===== config.mk =====
export PLATFORM = sky130hd
export DESIGN_NAME = spi_bus_arbiter_flat
export DESIGN_NICKNAME = d
export VERILOG_FILES = /design/src/rtl/spi_pkg.sv /design/src/rtl/spi_bus_arbiter_if.sv /design/src/rtl/spi_shift_engine.sv /design/src/rtl/spi_bus_arbiter.sv /design/src/flat_wrapper.sv
export SDC_FILE = /design/constraint.sdc
export NUM_CORES = 1
export LEC_CHECK = 0
export CORE_AREA = 2 2 77 79
export DETAILED_ROUTE_END_ITERATION = 7
export DIE_AREA = 0 0 79 81
export PLACE_DENSITY_LB_ADDON = 0.1
export RECOVER_POWER = 25
export SLEW_MARGIN = 20
export SYNTH_ARGS = -nofsm -noshare
export SYNTH_HDL_FRONTEND = slang
export SYNTH_SLANG_ARGS = --single-unit

===== constraint.sdc =====
create_clock -name CLK -period 2.8 [get_ports CLK]
set_clock_uncertainty 0.05 [all_clocks]
set_input_delay 0.42 -clock CLK [delete_from_list [all_inputs] [get_ports CLK]]
set_output_delay 0.42 -clock CLK [all_outputs]
set_load 0.01 [all_outputs]

===== src/rtl/spi_pkg.sv =====
// ============================================================================
// Package  : spi_pkg - shared types and constants for the SPI bus arbiter
// Revision : 1.0 - initial release
// ============================================================================
`default_nettype none

package spi_pkg;

  localparam int unsigned STATE_W = 3;

  typedef enum logic [STATE_W-1:0] {
    ST_IDLE  = 3'd0,
    ST_SETUP = 3'd1,
    ST_SHIFT = 3'd2,
    ST_DONE  = 3'd3,
    ST_WAIT  = 3'd4,
    ST_HOLD  = 3'd5
  } arb_state_t;

  localparam logic PORT_LCD = 1'b0;
  localparam logic PORT_RTP = 1'b1;

  // Mode 0: clock idles low, data sampled on the rising edge
  localparam logic [1:0] SPI_MODE = 2'd0;
  localparam logic       SPI_CPOL = SPI_MODE[1];

endpackage

`default_nettype wire


===== src/rtl/spi_bus_arbiter_if.sv =====
// ============================================================================
// Interface: spi_bus_arbiter_if - requester handshakes and board SPI pins
// Revision : 1.0 - initial release
// ============================================================================
`default_nettype none

interface spi_bus_arbiter_if;
  logic       REQ0;
  logic [7:0] DATA0;
  logic       DCX0;
  logic       LAST0;
  logic       DONE0;
  logic [7:0] RX0;
  logic       REQ1;
  logic [7:0] DATA1;
  logic       LAST1;
  logic       DONE1;
  logic [7:0] RX1;
  logic       BUSY;
  logic       SCK;
  logic       SDO;
  logic       SDI;
  logic       LCD_CSX;
  logic       RTP_CSX;
  logic       LCD_DCX;

  modport slave (
    input  REQ0, DATA0, DCX0, LAST0, REQ1, DATA1, LAST1, SDI,
    output DONE0, RX0, DONE1, RX1, BUSY, SCK, SDO, LCD_CSX, RTP_CSX, LCD_DCX
  );

  modport master (
    output REQ0, DATA0, DCX0, LAST0, REQ1, DATA1, LAST1, SDI,
    input  DONE0, RX0, DONE1, RX1, BUSY, SCK, SDO, LCD_CSX, RTP_CSX, LCD_DCX
  );
endinterface

`default_nettype wire


===== src/rtl/spi_shift_engine.sv =====
// ============================================================================
// Module   : spi_shift_engine - one-byte mode-0 SPI shifter with clock divider
// Revision : 1.0 - initial release
// ============================================================================
`default_nettype none

module spi_shift_engine
  import spi_pkg::*;
#(
  parameter int unsigned CLK_DIV = 4
) (
  input  logic       CLK,
  input  logic       RST,
  input  logic       start,
  input  logic [7:0] tx_byte,
  input  logic       sdi,
  output logic       sck,
  output logic       sdo,
  output logic [7:0] rx_byte,
  output logic       done
);

  localparam logic [7:0] DIV_LAST = 8'(CLK_DIV - 1);

  logic       r_busy;
  logic [7:0] r_div;
  logic [4:0] r_half;
  logic [7:0] r_sh;
  logic       r_sck;
  logic       r_sdo;
  logic       w_end;

  // Half 0 is the setup phase; halves 1..16 alternate SCK high / low
  assign w_end = r_busy && (r_div == 8'd0) && (r_half == 5'd16);

  always_ff @(posedge CLK or posedge RST) begin
    if (RST) begin
      r_busy <= 1'b0;
      r_div  <= 8'd0;
      r_half <= 5'd0;
      r_sh   <= 8'd0;
      r_sck  <= SPI_CPOL;
      r_sdo  <= 1'b0;
    end else if (start) begin
      r_busy <= 1'b1;
      r_div  <= DIV_LAST;
      r_half <= 5'd0;
      r_sh   <= tx_byte;
      r_sck  <= SPI_CPOL;
      r_sdo  <= tx_byte[7];
    end else if (w_end) begin
      r_busy <= 1'b0;
    end else if (r_busy) begin
      if (r_div != 8'd0) begin
        r_div <= r_div - 8'd1;
      end else begin
        r_div  <= DIV_LAST;
        r_half <= r_half + 5'd1;
        if (!r_half[0]) begin
          r_sck <= ~SPI_CPOL;
          r_sh  <= {r_sh[6:0], sdi};
        end else begin
          r_sck <= SPI_CPOL;
          // Bit 0 stays on SDO through the final low phase
          if (r_half != 5'd15) begin
            r_sdo <= r_sh[7];
          end
        end
      end
    end
  end

  assign sck     = r_sck;
  assign sdo     = r_sdo;
  assign rx_byte = r_sh;
  assign done    = w_end;

endmodule

`default_nettype wire


===== src/rtl/spi_bus_arbiter.sv =====
// ============================================================================
// Module   : spi_bus_arbiter - locks one SPI shifter to the LCD or touch port
// Revision : 1.0 - initial release
// ============================================================================
`default_nettype none

module spi_bus_arbiter
  import spi_pkg::*;
#(
  parameter int unsigned CLK_DIV = 4,
  parameter int unsigned CS_HOLD = 2
) (
  input  logic              CLK,
  input  logic              RST,
  spi_bus_arbiter_if.slave  bus
);

  arb_state_t r_state;
  arb_state_t w_next;
  logic       r_owner;
  logic       r_rr_last;
  logic       r_last;
  logic [7:0] r_cnt;
  logic       r_lcd_dcx;
  logic [7:0] r_rx0;
  logic [7:0] r_rx1;

  logic       w_start;
  logic       w_port;
  logic       w_owner_req;
  logic [7:0] w_sel_data;
  logic       w_sel_last;
  logic       w_cs_active;
  logic       w_sck;
  logic       w_sdo;
  logic [7:0] w_rx;
  logic       w_eng_done;

  assign w_owner_req = (r_owner == PORT_RTP) ? bus.REQ1 : bus.REQ0;
  assign w_sel_data  = (w_port == PORT_RTP) ? bus.DATA1 : bus.DATA0;
  assign w_sel_last  = (w_port == PORT_RTP) ? bus.LAST1 : bus.LAST0;

  always_ff @(posedge CLK or posedge RST) begin
    if (RST) begin
      r_state <= ST_IDLE;
    end else begin
      r_state <= w_next;
    end
  end

  always_comb begin
    w_next  = r_state;
    w_start = 1'b0;
    w_port  = r_owner;
    case (r_state)
      ST_IDLE: begin
        if (bus.REQ0 || bus.REQ1) begin
          w_start = 1'b1;
          w_next  = ST_SETUP;
          if (bus.REQ0 && bus.REQ1) begin
            w_port = ~r_rr_last;
          end else begin
            w_port = bus.REQ1 ? PORT_RTP : PORT_LCD;
          end
        end
      end
      ST_SETUP: if (r_cnt == 8'd0) w_next = ST_SHIFT;
      ST_SHIFT: if (w_eng_done) w_next = ST_DONE;
      ST_DONE:  w_next = r_last ? ST_HOLD : ST_WAIT;
      // Locked: the other port cannot break in between bytes
      ST_WAIT: begin
        if (w_owner_req) begin
          w_start = 1'b1;
          w_next  = ST_SETUP;
        end
      end
      ST_HOLD:  if (r_cnt == 8'd0) w_next = ST_IDLE;
      default:  w_next = ST_IDLE;
    endcase
  end

  always_ff @(posedge CLK or posedge RST) begin
    if (RST) begin
      r_owner   <= PORT_LCD;
      r_rr_last <= PORT_RTP;
      r_last    <= 1'b0;
      r_cnt     <= 8'd0;
      r_lcd_dcx <= 1'b0;
      r_rx0     <= 8'd0;
      r_rx1     <= 8'd0;
    end else begin
      if (w_start) begin
        r_owner <= w_port;
        r_last  <= w_sel_last;
        r_cnt   <= 8'(CLK_DIV - 1);
        if (w_port == PORT_LCD) begin
          r_lcd_dcx <= bus.DCX0;
        end
      end else if (r_state == ST_DONE && r_last) begin
        r_rr_last <= r_owner;
        r_cnt     <= 8'(CS_HOLD - 1);
      end else if ((r_state == ST_SETUP || r_state == ST_HOLD) && r_cnt != 8'd0) begin
        r_cnt <= r_cnt - 8'd1;
      end
      if (r_state == ST_SHIFT && w_eng_done) begin
        if (r_owner == PORT_RTP) begin
          r_rx1 <= w_rx;
        end else begin
          r_rx0 <= w_rx;
        end
      end
    end
  end

  always_comb begin
    w_cs_active = (r_state == ST_SETUP) || (r_state == ST_SHIFT) ||
                  (r_state == ST_DONE)  || (r_state == ST_WAIT);
    bus.LCD_CSX = ~(w_cs_active && (r_owner == PORT_LCD));
    bus.RTP_CSX = ~(w_cs_active && (r_owner == PORT_RTP));
    bus.BUSY    = (r_state != ST_IDLE);
    bus.DONE0   = (r_state == ST_DONE) && (r_owner == PORT_LCD);
    bus.DONE1   = (r_state == ST_DONE) && (r_owner == PORT_RTP);
    bus.RX0     = r_rx0;
    bus.RX1     = r_rx1;
    bus.LCD_DCX = r_lcd_dcx;
    bus.SCK     = w_sck;
    bus.SDO     = w_sdo;
  end

  spi_shift_engine #(
    .CLK_DIV (CLK_DIV)
  ) u_engine (
    .CLK     (CLK),
    .RST     (RST),
    .start   (w_start),
    .tx_byte (w_sel_data),
    .sdi     (bus.SDI),
    .sck     (w_sck),
    .sdo     (w_sdo),
    .rx_byte (w_rx),
    .done    (w_eng_done)
  );

endmodule

`default_nettype wire


===== src/flat_wrapper.sv =====
// flat-port wrapper written by rule: the top's interface ports become plain ports
module spi_bus_arbiter_flat import spi_pkg::*;
#(
  parameter int unsigned CLK_DIV = 4,
  parameter int unsigned CS_HOLD = 2
)
  (CLK, RST, bus_REQ0, bus_DATA0, bus_DCX0, bus_LAST0, bus_REQ1, bus_DATA1, bus_LAST1, bus_SDI, bus_DONE0, bus_RX0, bus_DONE1, bus_RX1, bus_BUSY, bus_SCK, bus_SDO, bus_LCD_CSX, bus_RTP_CSX, bus_LCD_DCX);
  spi_bus_arbiter_if bus_i ();
  input  logic CLK;
  input  logic RST;
  input wire logic [$bits(bus_i.REQ0)-1:0] bus_REQ0;
  input wire logic [$bits(bus_i.DATA0)-1:0] bus_DATA0;
  input wire logic [$bits(bus_i.DCX0)-1:0] bus_DCX0;
  input wire logic [$bits(bus_i.LAST0)-1:0] bus_LAST0;
  input wire logic [$bits(bus_i.REQ1)-1:0] bus_REQ1;
  input wire logic [$bits(bus_i.DATA1)-1:0] bus_DATA1;
  input wire logic [$bits(bus_i.LAST1)-1:0] bus_LAST1;
  input wire logic [$bits(bus_i.SDI)-1:0] bus_SDI;
  output wire logic [$bits(bus_i.DONE0)-1:0] bus_DONE0;
  output wire logic [$bits(bus_i.RX0)-1:0] bus_RX0;
  output wire logic [$bits(bus_i.DONE1)-1:0] bus_DONE1;
  output wire logic [$bits(bus_i.RX1)-1:0] bus_RX1;
  output wire logic [$bits(bus_i.BUSY)-1:0] bus_BUSY;
  output wire logic [$bits(bus_i.SCK)-1:0] bus_SCK;
  output wire logic [$bits(bus_i.SDO)-1:0] bus_SDO;
  output wire logic [$bits(bus_i.LCD_CSX)-1:0] bus_LCD_CSX;
  output wire logic [$bits(bus_i.RTP_CSX)-1:0] bus_RTP_CSX;
  output wire logic [$bits(bus_i.LCD_DCX)-1:0] bus_LCD_DCX;
  assign bus_i.REQ0 = bus_REQ0;
  assign bus_i.DATA0 = bus_DATA0;
  assign bus_i.DCX0 = bus_DCX0;
  assign bus_i.LAST0 = bus_LAST0;
  assign bus_i.REQ1 = bus_REQ1;
  assign bus_i.DATA1 = bus_DATA1;
  assign bus_i.LAST1 = bus_LAST1;
  assign bus_i.SDI = bus_SDI;
  assign bus_DONE0 = bus_i.DONE0;
  assign bus_RX0 = bus_i.RX0;
  assign bus_DONE1 = bus_i.DONE1;
  assign bus_RX1 = bus_i.RX1;
  assign bus_BUSY = bus_i.BUSY;
  assign bus_SCK = bus_i.SCK;
  assign bus_SDO = bus_i.SDO;
  assign bus_LCD_CSX = bus_i.LCD_CSX;
  assign bus_RTP_CSX = bus_i.RTP_CSX;
  assign bus_LCD_DCX = bus_i.LCD_DCX;
  spi_bus_arbiter #(.CLK_DIV(CLK_DIV), .CS_HOLD(CS_HOLD)) u_core (.CLK(CLK), .RST(RST), .bus(bus_i));
endmodule

* Word level (Yosys, flattened, before mapping)
Cells that the tools add are included.
Word-level totals: output and inout port bits 24, latch bits 0, register bits 55, logic and storage cells 119, memories kept 0, RAM bits 0, ROM bits 0, input bits 24
Cells by class: order comparisons 0, mux-type cells 46, reductions and logical operators 35, divide/modulo/power cells 0, equality and inequality tests 15, multipliers 0, shift-type cells 0, bitwise operators 6, add/subtract/negate cells 3
Operators with widths (number):
- 2-to-1 mux 8 bit | 13
- 2-to-1 mux 1 bit | 22
- 2-to-1 mux 5 bit | 4
- one-hot mux 3 bit (6 select lines) | 1
- zero test 8 bit | 2
- nonzero test 8 bit | 2
- subtractor 8 x 1 -> 8 bit, second input constant | 2
- 2-to-1 mux 3 bit | 5
- logical AND 1 bit | 10
- inequality test 2 x 1 -> 1 bit, second input constant | 5
- AND reduction 2 bit | 5
- AND reduction 5 bit | 2
- nonzero test 2 bit | 4
- equality test 3 x 2 -> 1 bit, second input constant | 2
- equality test 3 bit, second input constant | 2
- inequality test 2 bit, second input constant | 3
- inverter 1 bit | 6
- nonzero test 3 bit | 2
- adder 5 x 1 -> 5 bit, second input constant | 1
- equality test 5 bit, second input constant | 1
- logical OR 1 bit | 5
- inequality test 5 x 4 -> 1 bit, second input constant | 1
- AND reduction 4 bit | 1
- equality test 3 x 1 -> 1 bit, second input constant | 1
- other kinds (3) | 3

* Longest topological paths before layout
depth after elaboration 7, gate-level depth with buffers 7, depth with buffers taken out 6

* Hierarchy
From an unflattened synthesis, not the netlist that was laid out.
Second synthesis, totals: cells, all modules 274, area total of the unflattened synthesis 2864.0 µm²
By module, submodules not included:
- spi_bus_arbiter | times used 1, area each 1609.0 µm², cells an instance 142, seq. area each 777.0 µm²
- spi_shift_engine | times used 1, area each 1255.0 µm², cells an instance 132, seq. area each 575.6 µm²

* Worst setup path before layout
OpenSTA, ideal clock, no wires.
path type register to register, start point register u_core.u_engine.r_div[2], end point register u_core.r_rx0[0], in the netlist u_core.bus.RX0[0], setup time 0.125 ns, buffers on the path 1, slack 0.684 ns, cell stages (with the launch flop) 6, period minus slack after synthesis 2.116 ns, required time 2.625 ns, arrival time 1.941 ns, path through dfrtp_1 or4_4 nor4b_4 and3b_1 buf_4 mux2_2
On the way: word-level cells in the longest chain between the ends 5
RTL lines:
- start, declared | RTL line spi_shift_engine.sv:26 | logic [7:0] r_div;
- start signal, assigned | RTL line spi_shift_engine.sv:55 | r_div <= r_div - 8'd1;
- zero test 8 bit | RTL line spi_shift_engine.sv:34 | assign w_end = r_busy && (r_div == 8'd0) && (r_half == 5'd16);
- logical AND 1 bit (2 in series) | RTL line spi_shift_engine.sv:34
- logical AND 1 bit | RTL line spi_bus_arbiter.sv:105 | if (r_state == ST_SHIFT && w_eng_done) begin
- AND reduction 2 bit (no source line)
- end signal, assigned | RTL line spi_bus_arbiter.sv:109 | r_rx0 <= w_rx;
- end, declared | RTL line spi_bus_arbiter.sv:25 | logic [7:0] r_rx0;
Every way passes these cells. A chain may end at the register's enable or synchronous reset.

* Worst setup path in the final report
start point register u_core.u_engine.r_half[0], end point register u_core.r_rx0[0], in the netlist u_core.bus.RX0[0]
On the way: word-level cells in the longest chain between the ends 4
RTL lines:
- start, declared | RTL line spi_shift_engine.sv:27 | logic [4:0] r_half;
- start signal, assigned | RTL line spi_shift_engine.sv:58 | r_half <= r_half + 5'd1;
- equality test 5 bit | RTL line spi_shift_engine.sv:34
- logical AND 1 bit | RTL line spi_shift_engine.sv:34
- logical AND 1 bit | RTL line spi_bus_arbiter.sv:105
- AND reduction 2 bit (no source line)
Every way passes these cells.

==> impl_metrics.tcl <==
set metrics [dict create \
    grt_usage_pct 21.1 \
    status "complete, no violations" \
    grt_max_degree 28 \
    post_cts_resized 0 \
    max_stage_delay_ns 0.52 \
    p_sw_uw 1250 \
    syn2layout_area_growth_pct 24.0 \
    rsz0062_at_grt "false" \
    cp.required_ns 2.96 \
    avgSynthCellArea_um2 10.5 \
    synth_edf_count 0 \
    synth_commonest_cells "dfrtp_1 (53), nor2_1 (21), mux2_2 (18)" \
    min_path_type "flop to flop" \
    p_per_area_mw_per_mm2 893 \
    hold_buffers 0 \
    routabilityCongestion 0.810 \
    met3WireLength_um 203 \
    cts-buffers-inserted 5 \
    timing.rr.start "u_core.u_engine.r_half[0]$_DFFE_PP0P_" \
    synth_most_common_cell "dfrtp_1" \
    grt_pass1_wl_um 10500 \
    clk_pin_slew_ns 0.10 \
    layout-drive-gt1-share_pct 15.1 \
    p_seq_share_pct 40.0 \
    drt_pre_antenna_iters 4 \
    synthesis.area_mm2 0.00287 \
    wl_met1_um 2990 \
    first_global_vias 2237 \
    cp_cell_sequence "inv_1, ha_1, nand4bb_1, nor4b_4, and3b_1, mux2_2" \
    setup_viol 0 \
    maxCapViolCount 0 \
    setup.worst_path.end_class "flop" \
    hold_viol 0 \
    p_sw_share_pct 39.3 \
    highest_layer "met4" \
    start_util_pct 50.6 \
    dieWidth_um 79 \
    die_area_mm2 0.00640 \
    diodes 0 \
    wl_per_cell_um 15.9 \
    cp.arrival_ns 2.63 \
    clock_path_buffers 2 \
    met2WireLength_um 3060 \
    setup_tns_ns 0 \
    async_flop_share_pct 100 \
    share_comb_of_total_power_pct 43.0 \
    grt_remaining_overflow 0 \
    cp-startpoint "u_core.u_engine.r_half[0]$_DFFE_PP0P_" \
    critical_path.top_delay_family "simple AND/OR/NAND/NOR gates" \
    fin_nets 354 \
    r2r_slack_ns 0.33 \
    synth_top_area_share_pct 46.2 \
    detail-route-antenna-nets 0 \
    pin_count 48 \
    n_fill_cell 481 \
    synth_cells 274 \
    crit_type "flop to flop" \
    worst_slack_ns 0.326 \
    min_period_over_period_pct 88.4 \
    antenna_found_initial 0 \
    synth-main-ff-cell "dfrtp_1" \
    via_count 2252 \
    worst_pin_slew_ns 1.02 \
    rows 28 \
    drt_wl_total_um 6340 \
    fmax_ghz 0.404 \
    crit_slowest_cell "and3b_1" \
    dp_slack_ns 0.308 \
    holdWs_ns 0.466 \
    worst-path-max-fanout 8 \
    h-tree-depth 2 \
    cts_tree "built" \
    cts_sinks 54 \
    ctsRootBufferMaster "clkbuf_8" \
    vias_per_cell 5.64 \
    multiInputGateArea_mm2 0.00143 \
    synthDistinctLibCells 54 \
    core_mm2 0.00568 \
    ys_seq_area_share_pct 47.1 \
    ir_drop_uv 390 \
    min_period_ns 2.47 \
    hold_start "u_core.bus.RX1[1]$_DFFE_PP0P_" \
    regArea_mm2 0.00135 \
    post_cts_buffers 0 \
    leakagePower_uw 0.00159 \
    yosys_warnings 0 \
    slew_headroom_pct 31.9 \
    synth_seq_cells 54 \
    drc 0 \
    worstSkewPairLatency_ns 0.32 \
    initialDrtViolationCount 123 \
    syn_nets 305 \
    synth_area_leaders "dfrtp_1 (46%), mux2_2 (7.1%), mux2i_1 (4.2%)" \
    hpwlAfterDp_um 4530 \
    p_int_uw 1930 \
    synth_top_area_cell "dfrtp_1" \
    slew_viol_final 0 \
    die_height_um 81 \
    port_buffers 47 \
    path_buf_inv 1 \
    startpoint_type "flop" \
    clkPwrFrac_pct 17.0 \
]
[final timing paths]
kind | cells past startpoint | to
worst max-delay path | 6 | u_core.bus.RX0[0]$_DFFE_PP0P_
worst min-delay path | 1 | u_core.bus.RX1[1]$_DFFE_PP0P_
worst max register to register | 6 | u_core.bus.RX0[0]$_DFFE_PP0P_
worst min register to register | 1 | u_core.bus.RX1[1]$_DFFE_PP0P_
max in group asynchronous | 3 | u_core.u_engine.r_div[4]$_DFFE_PP0P_
min in group asynchronous | 2 | u_core.u_engine.rx_byte[0]$_DFFE_PP0P_
[routing by layer]
| layer | vias to the layer above | track usage, % |
|---|---|---|
| met5 | - | 0 |
| met4 | 0 | 6.38 |
| met3 | 8 | 5.00 |
| met2 | 45 | 34.1 |
| met1 | 1102 | 28.6 |
| li1 | 1097 | - |
[placed cells by master, fill, tap and decap left out, drive strengths merged, types with 2 or more instances in the layout]
master	netlist	routed
ha	7	7
clkbuf	11	6
and3b	2	2
o21ai	12	12
or4	4	4
a21oi	12	12
nand4	4	4
clkdlybuf4s50	0	46
or2	2	2
nor2	21	21
nor4b	2	2
a31oi	11	11
nor3	5	5
xnor2	5	5
mux2i	12	12
nand3	7	7
mux2	18	18
o31ai	2	2
dfrtp	53	53
nand2	15	15
nor2b	4	4
o211ai	5	5
and3	2	2
nand2b	3	3
inv	11	12
xor2	6	6
or4b	3	3
buf	3	8
o31a	2	2
a22oi	9	9
or3	2	2
[sequential cells by signal, indices dropped and copies added, names as in the netlist, 3 cells and up]
register	flops
u_core.r_cnt	8
u_core.u_engine.rx_byte	8
u_core.bus.RX1	8
u_core.r_state	3
u_core.bus.RX0	8
u_core.u_engine.r_div	8
u_core.u_engine.r_half	5
[power groups by stage]
| stage | Sequential [uW] | Clock (uW) | Combinational, uW |
|---|---|---|---|
| floorplan | 1180 | 0 | 1030 |
| finish | 1270 | 539 | 1370 |
| detailed placement | 1280 | 0 | 1360 |
| CTS | 1270 | 547 | 1370 |
| global route | 1320 | 585 | 1520 |
| global placement | 1280 | 0 | 1350 |
[stage by stage]
step                      cells  power [uW]  utilization [%]  cell area (um^2)
final                       399        3180             62.7              3560
after global routing        399        3420             62.7              3560
after CTS                   399        3190             62.8              3560
after detailed placement    391        2650             60.8              3450
after global placement      391        2630             60.8              3450
after floorplan             274        2210                -              2870
[cell families (layout without fill, tap and decap cells)]
group	count (synthesis)	after routing	share of synthesized area (%)
flops	54	54	47.1
xor+xnor	11	11	3.36
simple gates	84	84	17.2
mux	30	30	11.2
compound gates	63	63	14.6
fa+ha+maj	7	7	3.05
buf+inv	25	75	3.44
[layout make-up]
cell class                 instances  share of cell area (%)
multi-input combinational        195                    40.0
sequential                        54                    38.0
timing repair buffer              56                    15.0
tap                               75                    2.64
clock buffer                       5                    1.93
clock inverter                     3                    1.23
inverter                          11                    1.16
Power figures use the tool's default switching activity.
